## src/rtl/ip_tx_arbiter.sv

```systemverilog
// Two-requester round-robin arbiter in front of a single ip_send engine.
// Sequences start/length, routes data requests, and adds an inter-frame gap and a watchdog.
module ip_tx_arbiter #(
  parameter int unsigned IFG_CYCLES     = 12,
  parameter int unsigned MAX_BYTES      = 1472,
  parameter int unsigned TIMEOUT_CYCLES = 4096
) (
  input  logic        clk,
  input  logic        rst_n,
  input  logic        req0_start_en,
  input  logic [10:0] req0_byte_num,
  input  logic [31:0] req0_data,
  output logic        req0_tx_req,
  output logic        req0_tx_done,
  input  logic        req1_start_en,
  input  logic [10:0] req1_byte_num,
  input  logic [31:0] req1_data,
  output logic        req1_tx_req,
  output logic        req1_tx_done,
  output logic        ip_tx_start_en,
  output logic [10:0] ip_tx_byte_num,
  output logic [31:0] ip_tx_data,
  input  logic        ip_tx_req,
  input  logic        ip_tx_done,
  output logic        err_len,
  output logic        err_timeout,
  output logic        grant
);

  localparam int unsigned LEN_W   = 11;
  localparam int unsigned DATA_W  = 32;
  localparam int unsigned CNT_MAX = (TIMEOUT_CYCLES > IFG_CYCLES) ? TIMEOUT_CYCLES : IFG_CYCLES;
  localparam int unsigned CNT_W   = $clog2(CNT_MAX + 1);

  localparam logic [LEN_W-1:0] MAX_LEN  = LEN_W'(MAX_BYTES);
  localparam logic [CNT_W-1:0] IFG_LAST = CNT_W'(IFG_CYCLES - 1);
  localparam logic [CNT_W-1:0] TO_LAST  = CNT_W'(TIMEOUT_CYCLES - 1);

  typedef enum logic [1:0] {S_IDLE, S_START, S_SEND, S_GAP} state_t;

  state_t             r_state;
  logic [1:0]         r_en;
  logic [1:0]         r_en_d;
  logic [LEN_W-1:0]   r_bn0;
  logic [LEN_W-1:0]   r_bn1;
  logic [LEN_W-1:0]   r_len0;
  logic [LEN_W-1:0]   r_len1;
  logic [1:0]         r_pending;
  logic               r_err_len;
  logic               r_grant;
  logic               r_rr;
  logic [LEN_W-1:0]   r_byte_num;
  logic               r_start_en;
  logic               r_done0;
  logic               r_done1;
  logic               r_err_to;
  logic [CNT_W-1:0]   r_cnt;

  logic [1:0] w_rise;
  logic [1:0] w_len_ok;
  logic [1:0] w_new;
  logic [1:0] w_bad;
  logic       w_done_hit;
  logic       w_to_hit;
  logic       w_end;
  logic [1:0] w_clr;
  logic       w_pick;
  logic       w_send;
  logic       w_active;

  // Request side: sampled level/length, rise detection, legality, pending flags
  assign w_rise      = r_en & ~r_en_d;
  assign w_len_ok[0] = (r_bn0 != '0) && (r_bn0 <= MAX_LEN);
  assign w_len_ok[1] = (r_bn1 != '0) && (r_bn1 <= MAX_LEN);
  assign w_new       = w_rise & ~r_pending & w_len_ok;
  assign w_bad       = w_rise & ~r_pending & ~w_len_ok;

  assign w_send      = (r_state == S_SEND);
  assign w_active    = (r_state == S_START) || w_send;
  assign w_done_hit  = w_send && ip_tx_done;
  assign w_to_hit    = w_send && !ip_tx_done && (r_cnt == TO_LAST);
  assign w_end       = w_done_hit || w_to_hit;
  assign w_clr       = w_end ? (r_grant ? 2'b10 : 2'b01) : 2'b00;
  assign w_pick      = (r_pending == 2'b11) ? r_rr : r_pending[1];

  always_ff @(posedge clk or negedge rst_n) begin
    if (!rst_n) begin
      r_en      <= '0;
      r_en_d    <= '0;
      r_bn0     <= '0;
      r_bn1     <= '0;
      r_len0    <= '0;
      r_len1    <= '0;
      r_pending <= '0;
      r_err_len <= 1'b0;
    end else begin
      r_en      <= {req1_start_en, req0_start_en};
      r_en_d    <= r_en;
      r_bn0     <= req0_byte_num;
      r_bn1     <= req1_byte_num;
      r_pending <= (r_pending & ~w_clr) | w_new;
      r_err_len <= |w_bad;
      if (w_new[0]) r_len0 <= r_bn0;
      if (w_new[1]) r_len1 <= r_bn1;
    end
  end

  // Grant sequencer; one counter serves both the watchdog and the gap
  always_ff @(posedge clk or negedge rst_n) begin
    if (!rst_n) begin
      r_state    <= S_IDLE;
      r_grant    <= 1'b0;
      r_rr       <= 1'b0;
      r_byte_num <= '0;
      r_start_en <= 1'b0;
      r_done0    <= 1'b0;
      r_done1    <= 1'b0;
      r_err_to   <= 1'b0;
      r_cnt      <= '0;
    end else begin
      r_start_en <= 1'b0;
      r_done0    <= 1'b0;
      r_done1    <= 1'b0;
      r_err_to   <= 1'b0;
      case (r_state)
        S_IDLE: begin
          if (|r_pending) begin
            r_grant    <= w_pick;
            r_byte_num <= w_pick ? r_len1 : r_len0;
            r_start_en <= 1'b1;
            r_state    <= S_START;
          end
        end
        S_START: begin
          r_cnt   <= '0;
          r_state <= S_SEND;
        end
        S_SEND: begin
          if (w_end) begin
            r_done0    <= ~r_grant;
            r_done1    <= r_grant;
            r_err_to   <= w_to_hit;
            r_rr       <= ~r_grant;
            r_byte_num <= '0;
            r_cnt      <= '0;
            r_state    <= S_GAP;
          end else begin
            r_cnt <= r_cnt + CNT_W'(1);
          end
        end
        S_GAP: begin
          if (r_cnt == IFG_LAST) begin
            r_cnt   <= '0;
            r_state <= S_IDLE;
          end else begin
            r_cnt <= r_cnt + CNT_W'(1);
          end
        end
        default: r_state <= S_IDLE;
      endcase
    end
  end

  // Data-path routing to/from the granted requester is combinational
  assign ip_tx_data     = w_active ? (r_grant ? req1_data : req0_data) : DATA_W'(0);
  assign req0_tx_req    = w_send && !r_grant && ip_tx_req;
  assign req1_tx_req    = w_send &&  r_grant && ip_tx_req;

  assign ip_tx_start_en = r_start_en;
  assign ip_tx_byte_num = r_byte_num;
  assign req0_tx_done   = r_done0;
  assign req1_tx_done   = r_done1;
  assign err_len        = r_err_len;
  assign err_timeout    = r_err_to;
  assign grant          = r_grant;

endmodule

```

## config.mk

```make
export PLATFORM = sky130hd
export DESIGN_NAME = ip_tx_arbiter
export DESIGN_NICKNAME = d
export VERILOG_FILES = /design/src/rtl/ip_tx_arbiter.sv
export SDC_FILE = /design/constraint.sdc
export NUM_CORES = 1
export LEC_CHECK = 0
export CAP_MARGIN = 40
export CORE_MARGIN = 3
export CORE_UTILIZATION = 41
export CTS_BUF_LIST = sky130_fd_sc_hd__clkbuf_16
export CTS_CLUSTER_DIAMETER = 40
export DETAILED_ROUTE_END_ITERATION = 10
export PLACE_DENSITY = 0.77
export SYNTH_ARGS = -nofsm -noshare
export SYNTH_HDL_FRONTEND = slang
export SYNTH_SLANG_ARGS = --single-unit
```

## constraint.sdc

```tcl
create_clock -name clk -period 1.7 [get_ports clk]
set_input_delay 0.17 -clock clk [delete_from_list [all_inputs] [get_ports clk]]
set_output_delay 0.17 -clock clk [all_outputs]
set_load 0.05 [all_outputs]
```

# After elaboration in Yosys (flattened, before gate mapping)

Cells that the tools add are included.

Register bits: 83
Input port bits: 92
Output and inout port bits: 51
Word-level logic and storage cells: 88

Add/sub/neg operators: 1
Order comparisons: 2
Equal/unequal tests: 9
Multiplexer cells: 24
Bitwise logic cells: 11
Reduce and logical (&&, ||, !) cells: 24

Operator list:

| cell                                             | count |
|---|---|
| 2-to-1 mux 32 bit                                | 2 |
| case mux 13 bit (3 select lines)                 | 1 |
| 2-to-1 mux 11 bit                                | 3 |
| 2-to-1 mux 13 bit                                | 2 |
| <= comparator 11 bit (second input constant)     | 2 |
| case mux 11 bit (2 select lines)                 | 1 |
| nonzero test 11 bit                              | 2 |
| adder 13 x 1 -> 13 bit (second input constant)   | 1 |
| == test 13 x 12 -> 1 bit (second input constant) | 1 |
| == test 13 x 4 -> 1 bit (second input constant)  | 1 |
| bitwise AND 2 bit                                | 5 |
| 2-to-1 mux 2 bit                                 | 5 |
| logical AND 1 bit                                | 9 |
| 2-to-1 mux 1 bit                                 | 9 |
| NOT 2 bit                                        | 4 |
| case mux 2 bit (4 select lines)                  | 1 |
| == test 2 bit (second input constant)            | 3 |
| inequality test 2 bit (second input constant)    | 3 |
| AND reduction 3 bit                              | 2 |
| AND reduction 2 bit                              | 2 |
| OR reduction 2 bit                               | 2 |
| nonzero test 3 bit                               | 1 |
| == test 2 x 1 -> 1 bit (second input constant)   | 1 |
| logical NOT 1 bit                                | 2 |
| other kinds (5)                                  | 6 |

# Longest topological paths before layout

Gate-level depths: netlist of the first run.

Depth in word-level cells: 8
Depth in mapped cells: 7
Gate-level depth less buffers: 6

# Least setup slack after synthesis of the first run

Ideal clock, no wire load.

Kind: register -> output
Start point: register r_grant, in the netlist grant
End point: output ip_tx_data[10]
Arrival: 2.071 ns
Data required time: 1.530 ns
Setup slack: -0.541 ns
Cell stages (with the launch flop): 5
Path buffers: 2
Cells stage by stage: dfrtp_1 -> clkbuf_1 -> buf_2 -> mux2i_1 -> nor2b_1

Word-level cells in the longest chain between the ends: 2

RTL lines:

| what                            | line | source |
|---|---|---|
| start, declared                 | 50   | `logic r_grant;` |
| start signal, assigned          | 128  | `r_grant <= w_pick;` |
| 2-to-1 mux 32 bit (2 in series) | 165  | `assign ip_tx_data = w_active ? (r_grant ? req1_data : req0_data) : DATA_W'(0);` |
| end, declared                   | 22   | `output logic [31:0] ip_tx_data,` |

No other way between the ends.

# Final worst setup path of the first run

Start point: register r_state[1]
End point: output ip_tx_data[21]

Word-level cells in the longest chain between the ends: 3
Elaborated cells between the ends (all ways): 4
Classes of those cells: 2 x eq/ne; 1 x mux; 1 x reduce/logical

RTL lines:

| what                                                    | line   | source |
|---|---|---|
| start, declared                                         | 41     | `state_t r_state;` |
| start signal, assigned                                  | 111    | `r_state <= S_IDLE;` |
| start signal, assigned                                  | 131    | `r_state <= S_START;` |
| start signal, assigned                                  | 136    | `r_state <= S_SEND;` |
| == test 2 x 1 -> 1 bit or == test 2 bit (tied branches) | 79, 78 |  |
| logical OR 1 bit *                                      | 79     | `assign w_active = (r_state == S_START) \|\| w_send;` |
| 2-to-1 mux 32 bit *                                     | 165    |  |

Mark *: on every way between the ends. The rest lies on a longest branch, timed or not.

==> flow_summary.rst, run 1 <==
.. list-table::
   :header-rows: 1

   * - Metric
     - Value
   * - Status
     - finished, violations left
   * - Post-detailed-route DRC marker count
     - 0
   * - Chip Height
     - 106 um
   * - Most common cell after layout, fill and taps aside
     - clkdlybuf4s50_1
   * - Cts bufs inserted
     - 9
   * - Arrival time at the worst endpoint
     - about 1.7 ns
   * - Vias after detailed routing
     - 3733
   * - Post-route antenna net violation count
     - 0
   * - Async set-reset flop share out of synthesis
     - 1.00
   * - Clock latency on the worst-skew pair
     - 0.33 ns
   * - Syn_area_per_cell
     - 12.0 um2
   * - Post-route total power
     - about 16 mW
   * - Required time at the endpoint of the critical path
     - 1.53 ns
   * - HPWL after detailed placement
     - 9270 um
   * - Weighted congestion reported at the end of routability-driven placement
     - between 0.8 and 0.9
   * - Final-report max-slew violation count
     - 0
   * - Number of antenna violations at the first check in global routing
     - 0
   * - Number of synthesis warnings
     - 0
   * - Setup repair after global routing missed its margin
     - true
   * - Worst-case setup margin in the final layout
     - -0.171 ns
   * - Clock tree root driver cell
     - clkbuf_16
   * - Die X-Extent
     - 106 um
   * - Leakage power
     - 3.31 nW
   * - Gr ovfl total
     - 0
   * - CTS tree
     - yes
   * - Post-synthesis cell count
     - 339
   * - Nets in the synthesized netlist
     - 436
   * - Portion of the post-synthesis area used by sequential elements
     - 0.510
   * - Overall fraction of global-route tracks in use
     - 0.247
   * - Cell area after technology mapping
     - 0.00407 mm2
   * - Worst setup slack after placement
     - -0.192 ns
   * - Final period utilization
     - 1.10
   * - Time the final worst path needs with I/O delays and setup
     - around 1.9 ns
   * - Number of hold violations in the final report
     - 0
   * - Pin count of the biggest net entering global routing
     - 39
   * - Most frequent cells in the layout
     - 92 x clkdlybuf4s50_1, 80 x dfrtp_1, 66 x buf_4, 38 x buf_12, 32 x nor2b_4
   * - EDFF count, synth
     - 0
   * - Initial core utilization
     - 0.431
   * - 1st-iter DRT viols
     - 244
   * - Setup Skew
     - 0.00881 ns
   * - Worst hold path class
     - primary input to flip-flop
   * - Kind of start point of the critical path
     - flip-flop
   * - Number of buffers between clock root and the deepest sink
     - 2
   * - Ratio of routed vias to standard cells
     - 5.51
   * - Slew margin rel.
     - 0.654
   * - Type of the setup path with the least slack
     - flip-flop to primary output
   * - Timing-limited maximum frequency
     - approximately 530 MHz
   * - Average wire per standard cell
     - 21.9 um
   * - DRT Wirelength
     - 14900 um
   * - Number of max-capacitance violations reported
     - 0
   * - Cell-by-cell trace of the critical path
     - inv_2 -> ha_4 -> clkbuf_16 -> nor2b_4 -> buf_12
   * - Cell area after layout
     - around 0.0075 mm2
   * - Area growth from synthesis to layout
     - 84.2%
   * - Antenna diode instance count
     - 0
   * - Clock slew seen by the registers of the worst setup and hold paths
     - 0.06 ns
   * - Count of input and output buffers
     - 142
   * - Register bit count reported by yosys
     - 83
   * - Sequential standard cell area
     - 0.00208 mm2
   * - Cell Area, Placed
     - approximately 0.0065 mm2
   * - First-pass detailed-route iteration total
     - 4
   * - Capturing element type of the critical path
     - primary output
   * - Die outline area
     - approximately 0.011 mm2
   * - Placeable core region
     - 0.00946 mm2
   * - H-tree depth
     - 3
   * - Total negative slack
     - -6.27 ns
   * - # IOs
     - 143
   * - Setup violations, final
     - a little over 60
   * - Std cell rows
     - 35
   * - Number of sinks on the clock net
     - 83
   * - Highest fanout seen on the critical path
     - 8
   * - Violations in the final reports
     - setup timing
   * - Area of the multi-input gates
     - ~0.0025 mm2
   * - Distinct cells, synth
     - 51
   * - Power density cells
     - 2100 mW/mm2
   * - Dominant synthesized flop cell
     - dfrtp_1
   * - Worst-Margin Slew
     - 0.519 ns
   * - Slowest cell delay on critical path
     - 0.39 ns
   * - Wire length of the first global-routing pass
     - 21500 um
   * - Maximum vdd ir drop
     - roughly 1500 uV
   * - Share of layout cells above drive strength 1
     - 0.452
   * - Slowest-stage cell, CP
     - dfrtp_1
   * - Via count of the first global-routing pass
     - slightly below 4000
   * - Number of fillers in the final layout
     - 510
   * - Count of nets after finishing
     - 641
timing repair:
action,CTS,global route
cloned,2,3
pin swaps,8,12
hold endpoints to repair,36,0
hold buffers,1,0
gates resized for setup,59,34
endpoints found under the setup margin,74,85
buffers inserted,14,6
final cells by class:
type	instances	share of cell area
Clock inverter	7	0.00817
Tap cell	129	0.0215
Inverter	12	0.00600
Sequential cell	83	0.277
Multi-Input combinational cell	227	0.333
Clock buffer	9	0.0300
Timing Repair Buffer	211	0.324
where the power goes:
group          internal (mW)  switching [mW]
Sequential              2.48           0.443
Clock                   1.12           0.762
Combinational           5.66            5.32
Total                   9.26            6.52
critical path: cells and delay by family (launching register included):
kind	cells	cell delay (ns)
buf+inv	3	0.41
fa+ha+maj	1	0.38
simple gates	1	0.17
flops	1	0.39
through the flow:
stage	hold slack (ns)	util	cells
after floorplan	-0.126	-	339
after global placement	0.167	0.692	636
after detailed placement	0.175	0.692	636
after CTS	0.266	0.766	669
after global routing	0.259	0.793	678
final	0.275	0.793	678
sequential cells by signal (all words and copies together), names as in the netlist:
signal          count
err_len             1
err_timeout         1
grant               1
ip_tx_byte_num     11
ip_tx_start_en      1
r_bn0              11
r_bn1              11
r_cnt              13
r_en                2
r_en_d              2
r_len0             11
r_len1             11
r_pending           2
r_rr                1
r_state             2
req0_tx_done        1
req1_tx_done        1
cells in the mapped netlist (2+ instances only):
master	n	area, um2
nand3_1	6	30.0
buf_2	6	30.0
o211ai_1	5	37.5
buf_6	3	33.8
and2_1	3	18.8
nand2_1	8	30.0
and3_1	4	25.0
ha_1	5	62.6
nor3_1	7	35.0
o22ai_1	3	18.8
inv_1	11	41.3
a2111oi_4	2	55.1
nor2_1	10	37.5
mux2i_1	45	450
a21oi_1	6	30.0
o2bb2ai_1	12	105
o221ai_1	2	17.5
o21ai_0	10	50.1
and4b_1	2	20.0
clkbuf_1	7	26.3
dfrtp_1	83	2080
nand4_1	7	43.8
and4_1	2	17.5
mux2_2	22	248
nor2b_1	32	200
o21ai_1	3	15.0
nor4_1	6	37.5
nor4b_1	2	17.5
a21o_1	2	15.0
a211oi_1	2	15.0
metal layers:
layer / track usage / vias to the layer above / wire length (um)
met2: 0.437 / 151 / 8050
li1: - / 1656 / -
met3: 0.0459 / 28 / 681
met4: 0.0731 / 0 / 353
met5: 0 / - / 0
met1: 0.306 / 1898 / 5800
cells by family after synthesis:
logic type / share of synthesized area
compound gates: 0.108
fa+ha+maj: 0.0154
buf+inv: 0.0350
flops: 0.510
mux: 0.178
simple gates: 0.154
path summary, 6_finish.rpt:
path	from	endpoint	slack [ns]	cells after the start
hold reg to reg	r_en[1]$_DFF_PN0_	r_en_d[1]$_DFF_PN0_	0.38	0
setup reg to reg	r_pending[0]$_DFF_PN0_	r_len0[2]$_DFFE_PN0P_	-0.16	5
hold / removal	req1_byte_num[2]	r_bn1[2]$_DFF_PN0_	0.28	1
max in group asynchronous	rst_n	r_cnt[6]$_DFFE_PN0P_	0.76	3
setup / recovery	r_state[1]$_DFFE_PN0P_	ip_tx_data[21]	-0.17	5
min in group asynchronous	rst_n	r_cnt[4]$_DFFE_PN0P_	0.35	2
No activity file was read; power rests on OpenSTA's default activity.
==> inputs of run 2 (changes only) <==
- ABC_AREA: not set -> 1
- CORE_UTILIZATION: 41 -> 42
- PLACE_DENSITY: 0.77 -> not set
- PLACE_DENSITY_LB_ADDON: not set -> 0.25
- RECOVER_POWER: not set -> 50
==> run 2 against run 1 <==
  * The run still ends with setup timing left
  * Largest cell class unchanged
  * First-iteration DRC count down 21%
  * Hold slack improved by 0.10 ns
  * Sequential cell count unchanged
  * Critical path depth grew 1
  * Design area fell by 9.0%
==> flow_summary.rst, run 2 <==
.. list-table::
   :header-rows: 1

   * - Metric
     - Value
   * - Status
     - finished, violations left
   * - Violations in the final reports
     - setup timing
   * - Type of the setup path with the least slack
     - flip-flop to primary output
   * - Overall fraction of global-route tracks in use
     - 0.219
   * - Time the final worst path needs with I/O delays and setup
     - 1.88 ns
   * - Weighted congestion reported at the end of routability-driven placement
     - roughly 0.9
   * - Highest fanout seen on the critical path
     - 8
   * - Clock latency on the worst-skew pair
     - 0.34 ns
   * - Required time at the endpoint of the critical path
     - 1.53 ns
   * - Post-route antenna net violation count
     - 0
   * - Antenna diode instance count
     - 0
   * - Worst setup path startpoint
     - r_state[1]$_DFFE_PN0P_
   * - Crit Reg-Reg Startpoint
     - r_cnt[1]$_DFFE_PN0P_
   * - Nets in the synthesized netlist
     - between 600 and 700
   * - Gr ovfl total
     - 0
   * - Ratio of routed vias to standard cells
     - 5.19
   * - Arrival time at the worst endpoint
     - 1.71 ns
   * - Leading area contributor after synthesis
     - dfrtp_1
   * - Worst-case setup margin in the final layout
     - -0.179 ns
   * - Synth cell count leaders
     - 149 x nand2_1, 131 x nor2_1, 83 x dfrtp_1, 37 x o21ai_0, 35 x inv_1
   * - Register bit count reported by yosys
     - 83
   * - Max reg flops
     - 13
   * - DRT Wirelength
     - ~13000 um
   * - Area share of the leading cell type in the synthesized netlist
     - 0.492
   * - Worst-Margin Slew
     - 0.721 ns
   * - Total negative slack
     - -4.61 ns
   * - Chip Height
     - 106 um
   * - Initial core utilization
     - 0.444
   * - Distinct cells, synth
     - 28
   * - Final period utilization
     - 1.11
   * - Worst hold slack
     - 0.378 ns
   * - Count of nets after finishing
     - just over 800
   * - Clock tree root driver cell
     - clkbuf_16
   * - Die X-Extent
     - 106 um
   * - Top register by number of flip-flops
     - r_cnt
   * - Setup Skew
     - 0.00972 ns
   * - 1st-iter DRT viols
     - around 190
   * - Wire length of the first global-routing pass
     - 20200 um
   * - Post-detailed-route DRC marker count
     - 0
   * - Leading cell types by total area after synthesis
     - dfrtp_1 49%, nand2_1 13%, nor2_1 12%
   * - Sequential standard cell area
     - just over 0.002 mm2
   * - Number of synthesis warnings
     - 0
   * - Share of layout cells above drive strength 1
     - 0.247
   * - Placeable core region
     - ~0.0095 mm2
   * - Via count of the first global-routing pass
     - 4338
   * - Worst hold path class
     - flip-flop to flip-flop
   * - Setup violations, final
     - 34
   * - HPWL after detailed placement
     - 8960 um
   * - Capturing element type of the critical path
     - primary output
   * - Worst setup slack after placement
     - 0.0410 ns
   * - Number of fillers in the final layout
     - 678
   * - Cell area after technology mapping
     - 0.00422 mm2
   * - Min-Delay Startpoint
     - r_en[1]$_DFF_PN0_
   * - Kind of start point of the critical path
     - flip-flop
   * - First-pass detailed-route iteration total
     - 4
   * - Share of the core filled with cells
     - 0.718
   * - Count of input and output buffers
     - 142
   * - Maximum vdd ir drop
     - approximately 1800 uV
   * - Number of hold violations in the final report
     - 0
   * - Number of max-capacitance violations reported
     - 0
   * - Final-report max-slew violation count
     - 0
   * - Number of sinks on the clock net
     - 83
   * - CTS tree
     - yes
   * - Most common cell after layout, fill and taps aside
     - nand2_1
   * - Most frequent cells in the layout
     - 149 x nand2_1, 100 x nor2_1, 82 x dfrtp_1, 66 x clkdlybuf4s50_1, 38 x buf_4
   * - Setup repair after global routing missed its margin
     - true
   * - Vias after detailed routing
     - between 4000 and 5000
   * - Post-route total power
     - 15.7 mW
   * - Clock slew seen by the registers of the worst setup and hold paths
     - 0.06 ns
   * - Die outline area
     - 0.0113 mm2
   * - Area of the multi-input gates
     - 0.00229 mm2
   * - Slew margin rel.
     - 0.519
   * - Average wire per standard cell
     - 15.7 um
   * - Std cell rows
     - 35
   * - Timing-limited maximum frequency
     - roughly 530 MHz
   * - Area growth from synthesis to layout
     - 61.7%
   * - Async set-reset flop share out of synthesis
     - 1.00
   * - Power density cells
     - approximately 2300 mW/mm2
   * - Syn_area_per_cell
     - about 7.5 um2
   * - Post-synthesis cell count
     - about 560
   * - Dominant synthesized flop cell
     - dfrtp_1
   * - Portion of the post-synthesis area used by sequential elements
     - 0.492
   * - Most frequently used cell type in the post-synthesis netlist
     - nand2_1
   * - Number of buffers between clock root and the deepest sink
     - 2
   * - Leakage power
     - 3.20 nW
   * - EDFF count, synth
     - 0
   * - H-tree depth
     - 3
   * - Number of antenna violations at the first check in global routing
     - 0
   * - # IOs
     - 143
   * - Cts bufs inserted
     - 9
   * - Pin count of the biggest net entering global routing
     - 34
==> run 2: cell types whose count changed in the layout (fill, tap and decap cells not counted), sizes merged, moves of 20 or more <==
cell | before | now
nand3 | 7 | 27
inv | 14 | 38
o21ai | 13 | 49
mux2i | 45 | 0
nor2 | 10 | 132
dlygate4sd3 | 1 | 25
clkdlybuf4s50 | 92 | 66
nor2b | 32 | 0
mux2 | 24 | 0
nand2 | 8 | 155
buf | 114 | 78
==> run 2: kinds of logic after synthesis <==
logic type / share of synthesized area
fa+ha+maj: 0.0148
buf+inv: 0.0622
flops: 0.492
xor+xnor: 0.00415
simple gates: 0.349
compound gates: 0.0780
==> run 2: power breakdown <==
group / switching [mW] / total (mW) / internal, mW
sequential: 0.334 / 2.84 / 2.50
clock: 0.758 / 2.03 / 1.27
combinational: 6.70 / 10.8 / 4.10
total: 7.79 / 15.7 / 7.87
==> run 2: critical path, cell delays in order (launching register included) <==
cell and delay [ns]:
dfrtp_1 0.38, inv_2 0.07, ha_4 0.36, buf_12 0.15, o21ai_1 0.07, nor2_1 0.16, buf_6 0.18
==> run 2: through the flow <==
stage / instance area, um2 / instances
after global routing: 6830 / 854
after floorplan: 4470 / 561
after detailed placement: 6040 / 828
after CTS: 6600 / 850
final: 6830 / 854
after global placement: 6040 / 828
==> run 2: metal layers <==
metal | part of all wire | wire length [um] | track usage
met1 | 0.40 | 5390 | 0.275
met2 | 0.52 | 6970 | 0.372
met3 | 0.057 | 763 | 0.0613
met4 | 0.024 | 319 | 0.0583
met5 | 0 | 0 | 0
==> run 2: worst paths after layout <==
check	endpoint	slack [ns]	depth (start not counted)
worst max-delay path	ip_tx_data[31]	-0.18	6
worst min register to register	r_en_d[1]$_DFF_PN0_	0.38	0
min in group asynchronous	r_len1[4]$_DFFE_PN0P_	0.42	2
worst min-delay path	r_en_d[1]$_DFF_PN0_	0.38	0
max in group asynchronous	grant$_DFFE_PN0P_	0.18	3
worst max register to register	ip_tx_byte_num[6]$_DFFE_PN0P_	0.11	8
==> run 2: layout make-up <==
class | count | area share
Clock inverter | 7 | 0.0125
Multi-Input combinational cell | 416 | 0.335
Tap cell | 129 | 0.0236
Inverter | 37 | 0.0203
Timing Repair Buffer | 173 | 0.271
Clock buffer | 9 | 0.0330
Sequential cell | 83 | 0.304
==> run 2: timing repair <==
action / 4_1_cts / 5_1_grt
setup buffers: 4 / 2
resized for setup: 78 / 47
hold buffers: 1 / 0
cloned: 1 / 2
setup endpoints to repair: 34 / 63
hold endpoints to repair: 26 / 0
pin swaps: 1 / 8
